**config.mk**
```make
export PLATFORM = sky130hd
export DESIGN_NAME = config_table_streamer
export DESIGN_NICKNAME = d
export VERILOG_FILES = /design/src/rtl/config_table_streamer.sv
export SDC_FILE = /design/constraint.sdc
export NUM_CORES = 1
export LEC_CHECK = 0
export ABC_CLOCK_PERIOD_IN_PS = 2700
export BUFFER_PORTS_ARGS = -buffer_cell sky130_fd_sc_hd__buf_2
export CORE_MARGIN = 4
export CORE_UTILIZATION = 45
export DETAILED_ROUTE_END_ITERATION = 8
export SETUP_SLACK_MARGIN = 0.4
export SLEW_MARGIN = 25
export SYNTH_ARGS = -nofsm -noshare
export SYNTH_HDL_FRONTEND = slang
export SYNTH_SLANG_ARGS = --single-unit
export TNS_END_PERCENT = 30
```
**constraint.sdc**
```tcl
create_clock -name i_clk -period 2.7 [get_ports i_clk]
set_clock_uncertainty 0.05 [all_clocks]
set_input_delay 0.27 -clock i_clk [delete_from_list [all_inputs] [get_ports i_clk]]
set_output_delay 0.27 -clock i_clk [all_outputs]
set_load 0.1 [all_outputs]
```
**src/rtl/config_table_streamer.sv**
```systemverilog
// Configuration table streamer: holds DEPTH words and sends them as an addressed valid/ready sweep.
// Optional checksum beat: define CONFIG_TABLE_STREAMER_CHECKSUM_EN.
module config_table_streamer #(
    parameter int               WIDTH         = 10,
    parameter int               DEPTH         = 4,
    parameter logic [WIDTH-1:0] DEFAULT_VALUE = '0,
    localparam int              ADDR_WIDTH    = $clog2(DEPTH)
) (
    input  logic                  i_clk,
    input  logic                  i_rst,
    input  logic                  i_start,
    output logic                  o_busy,
    output logic                  o_done,
    input  logic                  i_wr_en,
    input  logic [ADDR_WIDTH-1:0] i_wr_addr,
    input  logic [WIDTH-1:0]      i_wr_data,
    output logic                  o_valid,
    input  logic                  i_ready,
    output logic [ADDR_WIDTH-1:0] o_addr,
    output logic [WIDTH-1:0]      o_data,
    output logic                  o_last
);

    typedef enum logic [1:0] {S_IDLE, S_SEND, S_DONE} state_t;

    localparam logic [ADDR_WIDTH-1:0] LAST_IDX = ADDR_WIDTH'(DEPTH - 1);

    state_t                r_state, w_state_next;
    logic                  r_valid, w_valid_next;
    logic [ADDR_WIDTH-1:0] r_addr,  w_addr_next;
    logic [WIDTH-1:0]      r_data,  w_data_next;
    logic                  r_last,  w_last_next;
    logic [WIDTH-1:0]      r_table [DEPTH];
`ifdef CONFIG_TABLE_STREAMER_CHECKSUM_EN
    logic [WIDTH-1:0]      r_csum,      w_csum_next;
    logic                  r_csum_beat, w_csum_beat_next;
`endif

    logic                  w_wr_ok;
    logic                  w_accept;
    logic [ADDR_WIDTH-1:0] w_ld_idx;
    logic [WIDTH-1:0]      w_ld_data;

    assign w_wr_ok  = i_wr_en && (32'(i_wr_addr) < DEPTH);
    assign w_accept = r_valid && i_ready;
    assign w_ld_idx = (r_state == S_IDLE) ? '0 : r_addr + ADDR_WIDTH'(1);
    // A write landing on the entry being loaded this cycle wins over the stored value.
    assign w_ld_data = (w_wr_ok && (i_wr_addr == w_ld_idx)) ? i_wr_data : r_table[w_ld_idx];

    always_ff @(posedge i_clk) begin
        if (!i_rst) begin
            for (int i = 0; i < DEPTH; i++) begin
                r_table[i] <= DEFAULT_VALUE;
            end
        end else if (w_wr_ok) begin
            r_table[i_wr_addr] <= i_wr_data;
        end
    end

    always_ff @(posedge i_clk) begin
        if (!i_rst) begin
            r_state     <= S_IDLE;
            r_valid     <= 1'b0;
            r_addr      <= '0;
            r_data      <= '0;
            r_last      <= 1'b0;
`ifdef CONFIG_TABLE_STREAMER_CHECKSUM_EN
            r_csum      <= '0;
            r_csum_beat <= 1'b0;
`endif
        end else begin
            r_state     <= w_state_next;
            r_valid     <= w_valid_next;
            r_addr      <= w_addr_next;
            r_data      <= w_data_next;
            r_last      <= w_last_next;
`ifdef CONFIG_TABLE_STREAMER_CHECKSUM_EN
            r_csum      <= w_csum_next;
            r_csum_beat <= w_csum_beat_next;
`endif
        end
    end

    always_comb begin
        w_state_next     = r_state;
        w_valid_next     = r_valid;
        w_addr_next      = r_addr;
        w_data_next      = r_data;
        w_last_next      = r_last;
`ifdef CONFIG_TABLE_STREAMER_CHECKSUM_EN
        w_csum_next      = r_csum;
        w_csum_beat_next = r_csum_beat;
`endif
        case (r_state)
            S_IDLE: begin
                if (i_start) begin
                    w_state_next = S_SEND;
                    w_valid_next = 1'b1;
                    w_addr_next  = '0;
                    w_data_next  = w_ld_data;
                    w_last_next  = 1'b0;
`ifdef CONFIG_TABLE_STREAMER_CHECKSUM_EN
                    w_csum_next      = '0;
                    w_csum_beat_next = 1'b0;
`endif
                end
            end
            S_SEND: begin
                if (w_accept) begin
`ifdef CONFIG_TABLE_STREAMER_CHECKSUM_EN
                    w_csum_next = r_csum ^ r_data;
                    if (r_csum_beat) begin
                        w_state_next     = S_DONE;
                        w_valid_next     = 1'b0;
                        w_last_next      = 1'b0;
                        w_csum_beat_next = 1'b0;
                    end else if (r_addr == LAST_IDX) begin
                        // Trailing checksum beat reuses address 0 and carries the sweep XOR.
                        w_addr_next      = '0;
                        w_data_next      = r_csum ^ r_data;
                        w_last_next      = 1'b1;
                        w_csum_beat_next = 1'b1;
                    end else begin
                        w_addr_next = w_ld_idx;
                        w_data_next = w_ld_data;
                        w_last_next = 1'b0;
                    end
`else
                    if (r_addr == LAST_IDX) begin
                        w_state_next = S_DONE;
                        w_valid_next = 1'b0;
                        w_last_next  = 1'b0;
                    end else begin
                        w_addr_next = w_ld_idx;
                        w_data_next = w_ld_data;
                        w_last_next = (w_ld_idx == LAST_IDX);
                    end
`endif
                end
            end
            S_DONE:  w_state_next = S_IDLE;
            default: w_state_next = S_IDLE;
        endcase
    end

    assign o_busy  = (r_state == S_SEND);
    assign o_done  = (r_state == S_DONE);
    assign o_valid = r_valid;
    assign o_addr  = r_addr;
    assign o_data  = r_data;
    assign o_last  = r_last;

endmodule

```
### Word-level counts from Yosys, hierarchy flattened

Memories as Yosys holds them, arrays and structs flattened.
Cells that the tools add are included.

* register bits: 16
* bits in latches: 0
* RAM bits: 40
* memory bits (read-only): 0
* bits of input ports: 17
* output and inout bits: 16
* word-level logic and storage cells: 54
* memories: 1

Memory list
* r_table: words 4, bits a word 10, read ports 1, clocked after Yosys merged registers in 0, write ports 4, line 33 `logic [WIDTH-1:0] r_table [DEPTH];`

* add/subtract/negate cells: 1
* multiply operators: 0
* divide/modulo/power cells: 0
* order comparisons: 0
* equal/unequal tests: 9
* shift-type cells: 0
* mux-type cells: 29
* bitwise logic cells: 0
* reduce and logical (&&, ||, !) cells: 9

Operators with widths (count)
* 10-bit 2-to-1 mux: 5
* 10-bit one-hot mux with 2 select lines: 1
* 2-bit 2-to-1 mux: 8
* 1-bit 2-to-1 mux: 11
* 10-bit OR reduction: 1
* 2-bit one-hot mux with 2 select lines: 2
* 4-bit AND reduction: 2
* 2-bit == test, second input constant: 3
* 3-bit AND reduction: 2
* 2-bit by 1-bit != test with 1-bit output, second input constant: 2
* 2-bit != test, second input constant: 2
* 1-bit one-hot mux with 2 select lines: 2
* 2-bit by 1-bit adder with 2-bit output, second input constant: 1
* 2-bit by 1-bit == test with 1-bit output, second input constant: 1
* 2-bit == test: 1
* 1-bit logical AND: 2
* 2-bit logical NOT: 1
* 2-bit nonzero test: 1

### Logic depth before layout (Yosys ltp)

Gate-level depths: netlist (run 1).

* depth in word-level cells: 8
* depth in mapped cells: 7
* depth with buffers taken out: 6

### Worst setup path before layout (run 1)

No wires, ideal clock.

* kind: flip-flop to flip-flop
* start: register r_addr[1], in the netlist o_addr[1]
* end: register r_data[3], in the netlist o_data[3]
* setup time: 0.060 ns
* data arrival time: 2.519 ns
* required time: 2.590 ns
* slack: 0.071 ns
* stages on the path, launching flop included: 8
* path buffers: 1
* clock period less this slack: 2.629 ns
* cells stage by stage: dfxtp_1 ha_1 buf_2 xnor2_1 a31oi_2 a21boi_2 nor3b_4 a221o_1

* word-level cells in the longest chain between the ends: 8
* elaborated cells between the ends (all ways): 13
* those cells by class: 1 x add/sub; 3 x eq/ne; 6 x mux; 2 x reduce/logical; 1 x memory

RTL lines
* from (decl): line 30 `logic [ADDR_WIDTH-1:0] r_addr, w_addr_next;`
* from (signal assigned): line 74 `r_addr <= w_addr_next;`
* parallel branches: the longest is 8 deep, another holds memory 4 x 10 bit
* to (signal assigned): line 75 `r_data <= w_data_next;`
* to (decl): line 31 `logic [WIDTH-1:0] r_data, w_data_next;`

Parallel ways; which one is timed is not known. The select of a mux whose other input is x is not followed.
A chain may end at the register's enable or synchronous reset.

### Worst setup path after layout (run 1)

* start: register r_addr[1], in the netlist o_addr[1]
* end: register r_data[6], in the netlist o_data[6]

Same word-level chain as after synthesis.

==> results of run 1 <==
## flip-flops by register name, summed over array words and instances, names as in the netlist
register and cells:
o_addr 2, o_data 10, o_last 1, o_valid 1, r_state 2, r_table 40
## power groups by stage
| stage | Sequential (mW) | Clock (mW) | Combinational (mW) |
|---|---|---|---|
| floorplan | 1.15 | 0 | 0.150 |
| global placement | 1.04 | 0 | 0.348 |
| detailed placement | 1.04 | 0 | 0.350 |
| CTS | 1.02 | 0.667 | 0.351 |
| global route | 1.03 | 0.702 | 0.374 |
| finish | 1.02 | 0.657 | 0.350 |
## synthesized netlist by cell type (all sizes together) (9+ instances only)
| cell type | n |
|---|---|
| nand2 | 9 |
| and2 | 30 |
| o22ai | 10 |
| edfxtp | 40 |
| and3 | 19 |
| dfxtp | 16 |
| a221o | 9 |
| clkbuf | 10 |
| a221oi | 9 |
| nor2 | 13 |
| mux2i | 10 |
## cells by family (layout without fill, tap and decap cells)
logic type / count (synthesis) / after routing / share of synthesized area (%)
AO/OA/AOI/OAI: 48 / 48 / 14.29
XOR/XNOR: 1 / 1 / 0.3247
adder cells (fa/ha/maj): 1 / 1 / 0.4637
buffers and inverters: 19 / 52 / 3.989
flip-flops: 56 / 56 / 56.40
multiplexers: 11 / 11 / 4.128
AND/OR/NAND/NOR: 93 / 93 / 20.41
## cell type report
class	count	share of cell area, %
Tap cell	72	2.935
Inverter	2	0.3261
Clock buffer	5	2.242
Timing Repair Buffer	42	7.664
Clock inverter	3	2.242
Multi-Input combinational cell	154	34.90
Sequential cell	56	49.69
## stage by stage
| stage | util, % | hold WS (ns) | power [mW] | setup slack [ns] | std cells |
|---|---|---|---|---|---|
| 2_1_floorplan | - | 0.3578 | 1.303 | 0.4199 | 229 |
| 3_3_place_gp | 51.61 | 0.4070 | 1.386 | 0.5422 | 326 |
| 3_5_place_dp | 51.61 | 0.4177 | 1.388 | 0.5528 | 326 |
| 4_1_cts | 54.03 | 0.1817 | 2.036 | 0.5252 | 334 |
| 5_1_grt | 54.08 | 0.1938 | 2.101 | 0.4110 | 334 |
| 6_report | 54.08 | 0.1888 | 2.025 | 0.5228 | 334 |
## worst register-to-register path: cells and delay by family (launching register included)
kind            cells  cell delay, ns
compound gates      3            0.65
simple gates        1            0.47
fa+ha+maj           1            0.41
flops               1            0.34
xor+xnor            1            0.19
## what timing repair did
item / in CTS / in global routing
gates resized for setup: 0 / 2
endpoints found under the setup margin: 0 / 9
endpoints found under the hold margin: 0 / 0
buffers inserted: 0 / 0
## layer usage
| layer | vias up | global-route usage, % | part of all wire [%] | wire, um |
|---|---|---|---|---|
| li1 | 925 | - | - | - |
| met5 | - | 0 | 0 | 0 |
| met1 | 938 | 25.15 | 45 | 2876 |
| met4 | 0 | 5.612 | 1.2 | 75 |
| met3 | 6 | 3.883 | 4.9 | 315 |
| met2 | 54 | 30.37 | 49 | 3145 |
## worst max path at each step
stage                      startpoint                      to  slack, ns  depth (start not counted)
6_report       o_addr[1]$_SDFFE_PN0P_  o_data[6]$_SDFFE_PN0P_       0.52                          6
5_1_grt        o_addr[1]$_SDFFE_PN0P_  o_data[2]$_SDFFE_PN0P_       0.41                          6
4_1_cts        o_addr[1]$_SDFFE_PN0P_  o_data[6]$_SDFFE_PN0P_       0.53                          6
3_5_place_dp   o_addr[0]$_SDFFE_PN0P_  o_data[3]$_SDFFE_PN0P_       0.55                          6
3_3_place_gp   o_addr[0]$_SDFFE_PN0P_  o_data[6]$_SDFFE_PN0P_       0.54                          6
2_1_floorplan  o_addr[1]$_SDFFE_PN0P_  o_data[3]$_SDFFE_PN0P_       0.42                          7
==> impl_metrics.yaml, run 1 <==
die:
  core_area_mm2: 0.005675
  placementRows: 27
  die_h_um: 85.43
  pin_count: 33
  design.die.area_mm2: 0.007297
  dieWidth_um: 85.43
  start_util_pct: 47.53
clock_network:
  cts_buffers: 5
  clock_latency_ns: 0.31
  cts_tree: "done"
  postCtsHoldBufs: 0
  h-tree-depth: 2
  clockBufferDepth: 2
  clkTransAtPathRegs_ns: 0.11
  cts.sinks: 56
  ctsRootBufferMaster: "clkbuf_8"
setup_path:
  critPathTopFamily: "compound AO/OA/AOI/OAI gates"
  path_cells: "ha_1 > xnor2_1 > a31oi_2 > a21boi_2 > nor3b_4 > a221o_1"
  endpoint_kind: "flop"
  cp_num_buf_inv: 0
  r2r_slack_ns: 0.52
  worstPathArrival_ns: 2.38
  reg2reg_from: "o_addr[1]$_SDFFE_PN0P_"
  worst_path_max_delay_cell: "nor3b_4"
  r2r_cells: 6
  crit_required_ns: 2.90
  crit_type: "reg -> reg"
  r2r-end: "o_data[6]$_SDFFE_PN0P_"
  worstPathMaxFanout: 9
  slowest_delay_ns: 0.47
  start_kind: "flop"
logic_synthesis:
  ys_seq_elements: 56
  synth_edf_count: 40
  syn-cell-area_mm2: 0.002698
  syn_nets: 247
  synth_top_area_share_pct: 44.53
  ys_seq_area_share_pct: 56.40
  synthArstFlopShare_pct: 0
  avgSynthCellArea_um2: 11.78
  ys_types: 41
  synth_top_flop_cell: "edfxtp_1"
  syn_inst: 229
  synth_top_area_cell: "edfxtp_1"
  ys_warn_count: 0
  synth_top_cells_by_area: "edfxtp_1 45%, dfxtp_1 12%, and2_1 7.0%"
finish:
  n_fill_cell: 506
  diodes: 0
  drive_above_1_share_pct: 25.57
  syn2layout_area_growth_pct: 13.78
  final_cell_area_mm2: 0.003069
  final_common_cell: "edfxtp_1"
  layout.area.seq_mm2: 0.001525
  final_cell_mix: "40 x edfxtp_1, 32 x buf_2, 30 x and2_1"
  layout.nets: 279
  multi_input_area_mm2: 0.001071
place:
  gp_congestion: 0.7702
  port_buffers: 32
  dpl_cell_area_mm2: 0.002929
  place_hpwl_um: 4263
pwr:
  internal-power_mw: 1.452
  p_comb_share_pct: 17.3
  clkPwrFrac_pct: 32.4
  total_leakage_power_nw: 1.232
  power.density_mw_per_mm2: 659.8
  irDropWorstVdd_v: 0.0002542
  power.share.switching_pct: 28.28
  seqPwrFrac_pct: 50.3
  p_sw_mw: 0.5728
timing:
  min_period_ns: 2.177
  finalSetupViolCount: 0
  max_slew_margin_pct: 60.45
  fmax_ghz: 0.4593
  finalHoldViolations: 0
  slew_viol_final: 0
  finalSetupTns_ns: 0
  min_period_over_period_pct: 80.64
  grt_setup_unrepaired: "no"
  worst_pin_slew_ns: 0.5932
worst_hold_path:
  holdPathStages: 2
  hold_end: "o_data[4]$_SDFFE_PN0P_"
  min-delay-start: "i_wr_data[4]"
  hp-class: "in -> reg"
route:
  wirelength_um: 6412
  detailroute.via_count: 1923
  drc: 0
  first_pass_iters: 4
  routedWlPerCell_um: 19.20
  ant_nets: 0
  drt_iter0_drc: 159
  avgViaCountPerCell: 5.757
global_route:
  grt_pass1_wl_um: 10480
  grt_pass1_vias: 1952
  antenna_found_initial: 0
  grtUsageTotal_pct: 18.71
  grt_max_degree: 32
  grt_overflow: 0
flow_run:
  maxCapViolations: 0
status:
  outcome: "finished, final reports clean"
(Power assumes the default switching activity.)
==> inputs of run 2 (changes only) <==
--- a/config.mk
+++ b/config.mk
@@ -5,7 +5,7 @@
 export SDC_FILE = /design/constraint.sdc
 export NUM_CORES = 1
 export LEC_CHECK = 0
-export ABC_CLOCK_PERIOD_IN_PS = 2700
+export ABC_CLOCK_PERIOD_IN_PS = 2009
 export BUFFER_PORTS_ARGS = -buffer_cell sky130_fd_sc_hd__buf_2
 export CORE_MARGIN = 4
 export CORE_UTILIZATION = 45
==> constraint.sdc (replaced) <==
create_clock -name i_clk -period 2.01 [get_ports i_clk]
set_clock_uncertainty 0.05 [all_clocks]
set_input_delay 0.201 -clock i_clk [delete_from_list [all_inputs] [get_ports i_clk]]
set_output_delay 0.201 -clock i_clk [all_outputs]
set_load 0.1 [all_outputs]
==> run 2 against run 1 <==
  * Via count rose by 4.9%
  * Clock-buffer cell count did not move
  * Sequential share of layout area fell by 2.4 points
==> impl_metrics.yaml, run 2 (same netlist as run 1, synthesis figures left out) <==
timing:
  grt_setup_unrepaired: "yes"
  worst_pin_slew_ns: 0.5847
  finalSetupViolCount: 0
  min_period_ns: 1.825
  max_slew_margin_pct: 60.93
  min_period_over_period_pct: 90.78
  finalHoldViolations: 0
  fmax_ghz: 0.5480
  finalSetupTns_ns: 0
  slew_viol_final: 0
pwr:
  irDropWorstVdd_v: 0.0004523
  total_leakage_power_nw: 1.314
  power.density_mw_per_mm2: 769.7
route:
  wl_met3_um: 489
  top_layer_used: "met4"
  wirelength_um: 6720
  first_pass_iters: 4
  routedWlPerCell_um: 19.04
  met2_wirelength_um: 3214
  ant_nets: 0
  met1_length_um: 2955
  drc: 0
  drt_iter0_drc: 143
  avgViaCountPerCell: 5.717
  detailroute.via_count: 2018
place:
  gp_congestion: 0.7317
  place_hpwl_um: 4287
  placedCellCount: 338
  port_buffers: 32
setup_path:
  start_kind: "flop"
  crit_required_ns: 2.17
  crit_type: "reg -> reg"
  r2r_cells: 7
  worstPathMaxFanout: 6
  worstPathArrival_ns: 1.98
  endpoint_kind: "flop"
clock_network:
  h-tree-depth: 2
  postCtsHoldBufs: 0
  cts_buffers: 5
  cts.sinks: 56
  clockBufferDepth: 2
  cts_tree: "done"
  clkTransAtPathRegs_ns: 0.10
  clock_latency_ns: 0.31
  ctsRootBufferMaster: "clkbuf_8"
finish:
  diodes: 0
  final_common_cell: "edfxtp_1"
  drive_above_1_share_pct: 33.10
  layout.nets: 298
  syn2layout_area_growth_pct: 20.36
  n_fill_cell: 490
  top_register: "r_table"
  layout.cells.non_filler: 353
  largest_register_ffs: 40
  final_cell_mix: "40 x edfxtp_1, 32 x buf_2, 30 x and2_1"
global_route:
  antenna_found_initial: 0
  grtUsageTotal_pct: 19.28
  grt_pass1_vias: 1975
  grt_overflow: 0
  grt_max_degree: 32
  grt_pass1_wl_um: 10720
die:
  pin_count: 33
  core_area_mm2: 0.005675
  dieWidth_um: 85.43
  die_h_um: 85.43
  placementRows: 27
  design.die.area_mm2: 0.007297
  start_util_pct: 47.53
status:
  outcome: "finished, final reports clean"
worst_hold_path:
  hp-class: "in -> reg"
  holdPathStages: 2
flow_run:
  maxCapViolations: 0
run 2: cell count changes in the layout (fill, tap and decap cells not counted), moves of 2 or more:
cell / change
and3_1: -3
clkinv_2: +2
buf_6: +3
and3_4: +3
dfxtp_2: -3
buf_4: +15
bufinv_16: -2
dfxtp_4: +4
run 2: power breakdown:
part / switching, mW / total [mW] / internal [mW]
Sequential: 0.0379 / 1.36 / 1.32
Clock: 0.379 / 0.624 / 0.244
Combinational: 0.362 / 0.515 / 0.153
run 2: worst max-delay path, cell delays in order (launching register included):
cell and delay, ns:
dfxtp_4 0.37, ha_4 0.32, xnor2_4 0.13, a31oi_4 0.11, a21boi_2 0.21, nor3b_4 0.07, buf_6 0.13, a221o_1 0.31
run 2: metal layers:
| layer | track usage, % | up-vias |
|---|---|---|
| li1 | - | 967 |
| met1 | 26.23 | 977 |
| met2 | 31.99 | 67 |
| met3 | 4.175 | 7 |
| met4 | 3.453 | 0 |
| met5 | 0 | - |
run 2: worst paths after layout:
check | end | startpoint | slack (ns)
worst min register to register | o_addr[1]$_SDFFE_PN0P_ | o_addr[1]$_SDFFE_PN0P_ | 0.47
worst min-delay path | o_data[7]$_SDFFE_PN0P_ | i_wr_data[7] | 0.11
worst max register to register | o_data[6]$_SDFFE_PN0P_ | o_addr[1]$_SDFFE_PN0P_ | 0.19
worst max-delay path | o_data[6]$_SDFFE_PN0P_ | o_addr[1]$_SDFFE_PN0P_ | 0.19
run 2: cell type report:
class                   instances  area [um2]  share of cell area, %
flip-flops and latches         56        1536                  47.32
multi-input cells             155        1141                  35.14
repair buffers                 60       381.6                  11.75
well taps                      72       90.09                  2.775
clock buffers                   5       68.82                  2.119
clock inverters                 3       18.77                 0.5780
inverters                       2       10.01                 0.3083
run 2: metrics by stage:
stage          power [mW]  area [um2]  utilization, %  hold slack [ns]  worst slack [ns]
2_1_floorplan       1.758        2780               -           0.2888           0.03847
3_3_place_gp        1.883        3088           54.41           0.4278            0.1026
3_5_place_dp        1.887        3088           54.41           0.4307           0.09080
4_1_cts             2.497        3211           56.57           0.1090            0.1743
5_1_grt             2.602        3247           57.21           0.1136            0.1182
6_report            2.499        3247           57.21           0.1125            0.1853
run 2: what timing repair did:
item,in CTS,in global routing
gates resized for setup,4,2
endpoints found under the setup margin,15,15
gates cloned,0,1
setup buffers,3,3
pin swaps,7,9
==> inputs of run 3 (changes only) <==
--- a/config.mk
+++ b/config.mk
@@ -10,7 +10,7 @@
 export CORE_MARGIN = 4
 export CORE_UTILIZATION = 45
 export DETAILED_ROUTE_END_ITERATION = 8
-export SETUP_SLACK_MARGIN = 0.4
+export SETUP_SLACK_MARGIN = 0.3
 export SLEW_MARGIN = 25
 export SYNTH_ARGS = -nofsm -noshare
 export SYNTH_HDL_FRONTEND = slang
==> run 3 against run 2 <==
  * Die area unchanged
  * Total power grew 1.0%
  * Worst hold slack improved by 0.0019 ns
  * Final area is 0.46% lower
  * Critical path depth unchanged
  * Critical path type unchanged
  * Sequential cell count unchanged
  * Final cell count down 1.4%
  * Routed wire length fell by 4.7%
  * Highest routed layer unchanged
  * Setup slack got worse by 0.0022 ns
  * Sequential power is essentially flat
  * Clock-buffer cell count is 1 higher
==> impl_metrics.yaml, run 3 (same netlist as run 1, synthesis figures left out) <==
pwr:
  clkPwrFrac_pct: 26.0
  total_leakage_power_nw: 1.292
  seqPwrFrac_pct: 53.9
  p_total_mw: 2.525
  irDropWorstVdd_v: 0.0006142
  p_sw_mw: 0.7686
  p_comb_share_pct: 20.1
  power.share.switching_pct: 30.44
  power.density_mw_per_mm2: 781.2
  internal-power_mw: 1.756
route:
  detailroute.via_count: 1916
  drt_iter0_drc: 83
  routedWlPerCell_um: 18.39
  first_pass_iters: 4
  avgViaCountPerCell: 5.506
  drc: 0
  wirelength_um: 6401
  ant_nets: 0
clock_network:
  cts_buffers: 5
  clkTransAtPathRegs_ns: 0.10
  cts_tree: "done"
  clock_latency_ns: 0.31
  h-tree-depth: 2
  postCtsHoldBufs: 0
  cts.sinks: 56
  clockBufferDepth: 2
  ctsRootBufferMaster: "clkbuf_8"
setup_path:
  worstPathArrival_ns: 1.99
  crit_type: "reg -> reg"
  worstPathMaxFanout: 7
  r2r_cells: 7
  cp_num_buf_inv: 1
  worst_path_max_delay_cell: "dfxtp_4"
  path_cells: "ha_4 > o211a_1 > o21ai_4 > a21boi_2 > nor3b_4 > buf_6 > a221o_1"
  start_kind: "flop"
  slowest_delay_ns: 0.37
  critPathTopFamily: "compound AO/OA/AOI/OAI gates"
  crit_path_start: "o_addr[1]$_SDFFE_PN0P_"
  endpoint_kind: "flop"
  crit_required_ns: 2.17
  worst-path-stages: 7
  reg2reg_from: "o_addr[1]$_SDFFE_PN0P_"
timing:
  min_period_over_period_pct: 90.89
  finalHoldViolations: 0
  max_slew_margin_pct: 62.64
  min_period_ns: 1.827
  fmax_ghz: 0.5474
  hold_ws_ns: 0.1144
  finalSetupViolCount: 0
  worst_pin_slew_ns: 0.5591
  finalSetupTns_ns: 0
  slew_viol_final: 0
  grt_setup_unrepaired: "yes"
die:
  pin_count: 33
  core_area_mm2: 0.005675
  die_h_um: 85.43
  start_util_pct: 47.53
  design.die.area_mm2: 0.007297
  placementRows: 27
  dieWidth_um: 85.43
global_route:
  grt_max_degree: 19
  grtUsageTotal_pct: 17.74
  grt_pass1_wl_um: 9839
  antenna_found_initial: 0
  grt_overflow: 0
  grt_pass1_vias: 1880
place:
  port_buffers: 32
  gp_congestion: 0.7537
  dpl_cell_area_mm2: 0.003053
  place_hpwl_um: 4251
finish:
  top_register: "r_table"
  layout.area.seq_mm2: 0.001534
  drive_above_1_share_pct: 32.61
  final_cell_area_mm2: 0.003232
  syn2layout_area_growth_pct: 19.81
  diodes: 0
  final_cell_mix: "40 x edfxtp_1, 32 x buf_2, 30 x and2_1"
  multi_input_area_mm2: 0.001154
  final_common_cell: "edfxtp_1"
  final_util_pct: 56.94
  n_fill_cell: 494
  layout.nets: 293
  largest_register_ffs: 40
worst_hold_path:
  min-delay-start: "i_wr_data[5]"
  holdPathStages: 2
  hp-class: "in -> reg"
status:
  outcome: "finished, final reports clean"
flow_run:
  maxCapViolations: 0
==> run 3: changes by cell type in the layout (fill, tap and decap cells not counted), sizes merged <==
cell	previous run	this run
clkinv	3	1
clkbuf	5	6
buf	60	55
inv	2	3
==> run 3: through the flow <==
stage	setup slack (ns)	instances
floorplan	0.03847	229
global placement	0.04858	334
detailed placement	0.005314	334
CTS	0.1630	346
global route	0.1145	348
finish	0.1831	348
==> run 3: worst reg2reg max path, stage by stage (launching register included) <==
cell and delay, ns:
dfxtp_4 0.37, ha_4 0.33, o211a_1 0.20, o21ai_4 0.06
a21boi_2 0.21, nor3b_4 0.07, buf_6 0.13, a221o_1 0.31
==> run 3: layer usage <==
layer	GRT usage, %	wire [um]
met2	30.65	3220
met4	7.050	82
met5	0	0
met3	3.883	459
met1	21.38	2639
==> run 3: worst paths after layout <==
path | slack (ns) | endpoint
min reg2reg | 0.47 | o_addr[1]$_SDFFE_PN0P_
max reg2reg | 0.18 | o_data[3]$_SDFFE_PN0P_
min | 0.11 | o_data[5]$_SDFFE_PN0P_
max | 0.18 | o_data[3]$_SDFFE_PN0P_
==> run 3: cell type report <==
class	count	share of cell area, %
flip-flops and latches	56	47.46
clock inverters	2	0.4259
inverters	2	0.3097
clock buffers	6	2.555
multi-input cells	155	35.70
repair buffers	55	10.76
well taps	72	2.787
==> run 3: timing repair <==
| action | in CTS | in global routing |
|---|---|---|
| pin swaps | 7 | 6 |
| gates resized for setup | 5 | 5 |
| setup buffers | 4 | 1 |
| setup endpoints to repair | 12 | 12 |
| cloned | 0 | 1 |
==> run 3: power groups by stage <==
stage | combinational (mW) | clock, mW | sequential [mW]
floorplan | 0.210 | 0 | 1.55
global placement | 0.490 | 0 | 1.39
detailed placement | 0.493 | 0 | 1.39
CTS | 0.503 | 0.668 | 1.36
global route | 0.541 | 0.706 | 1.37
finish | 0.507 | 0.656 | 1.36
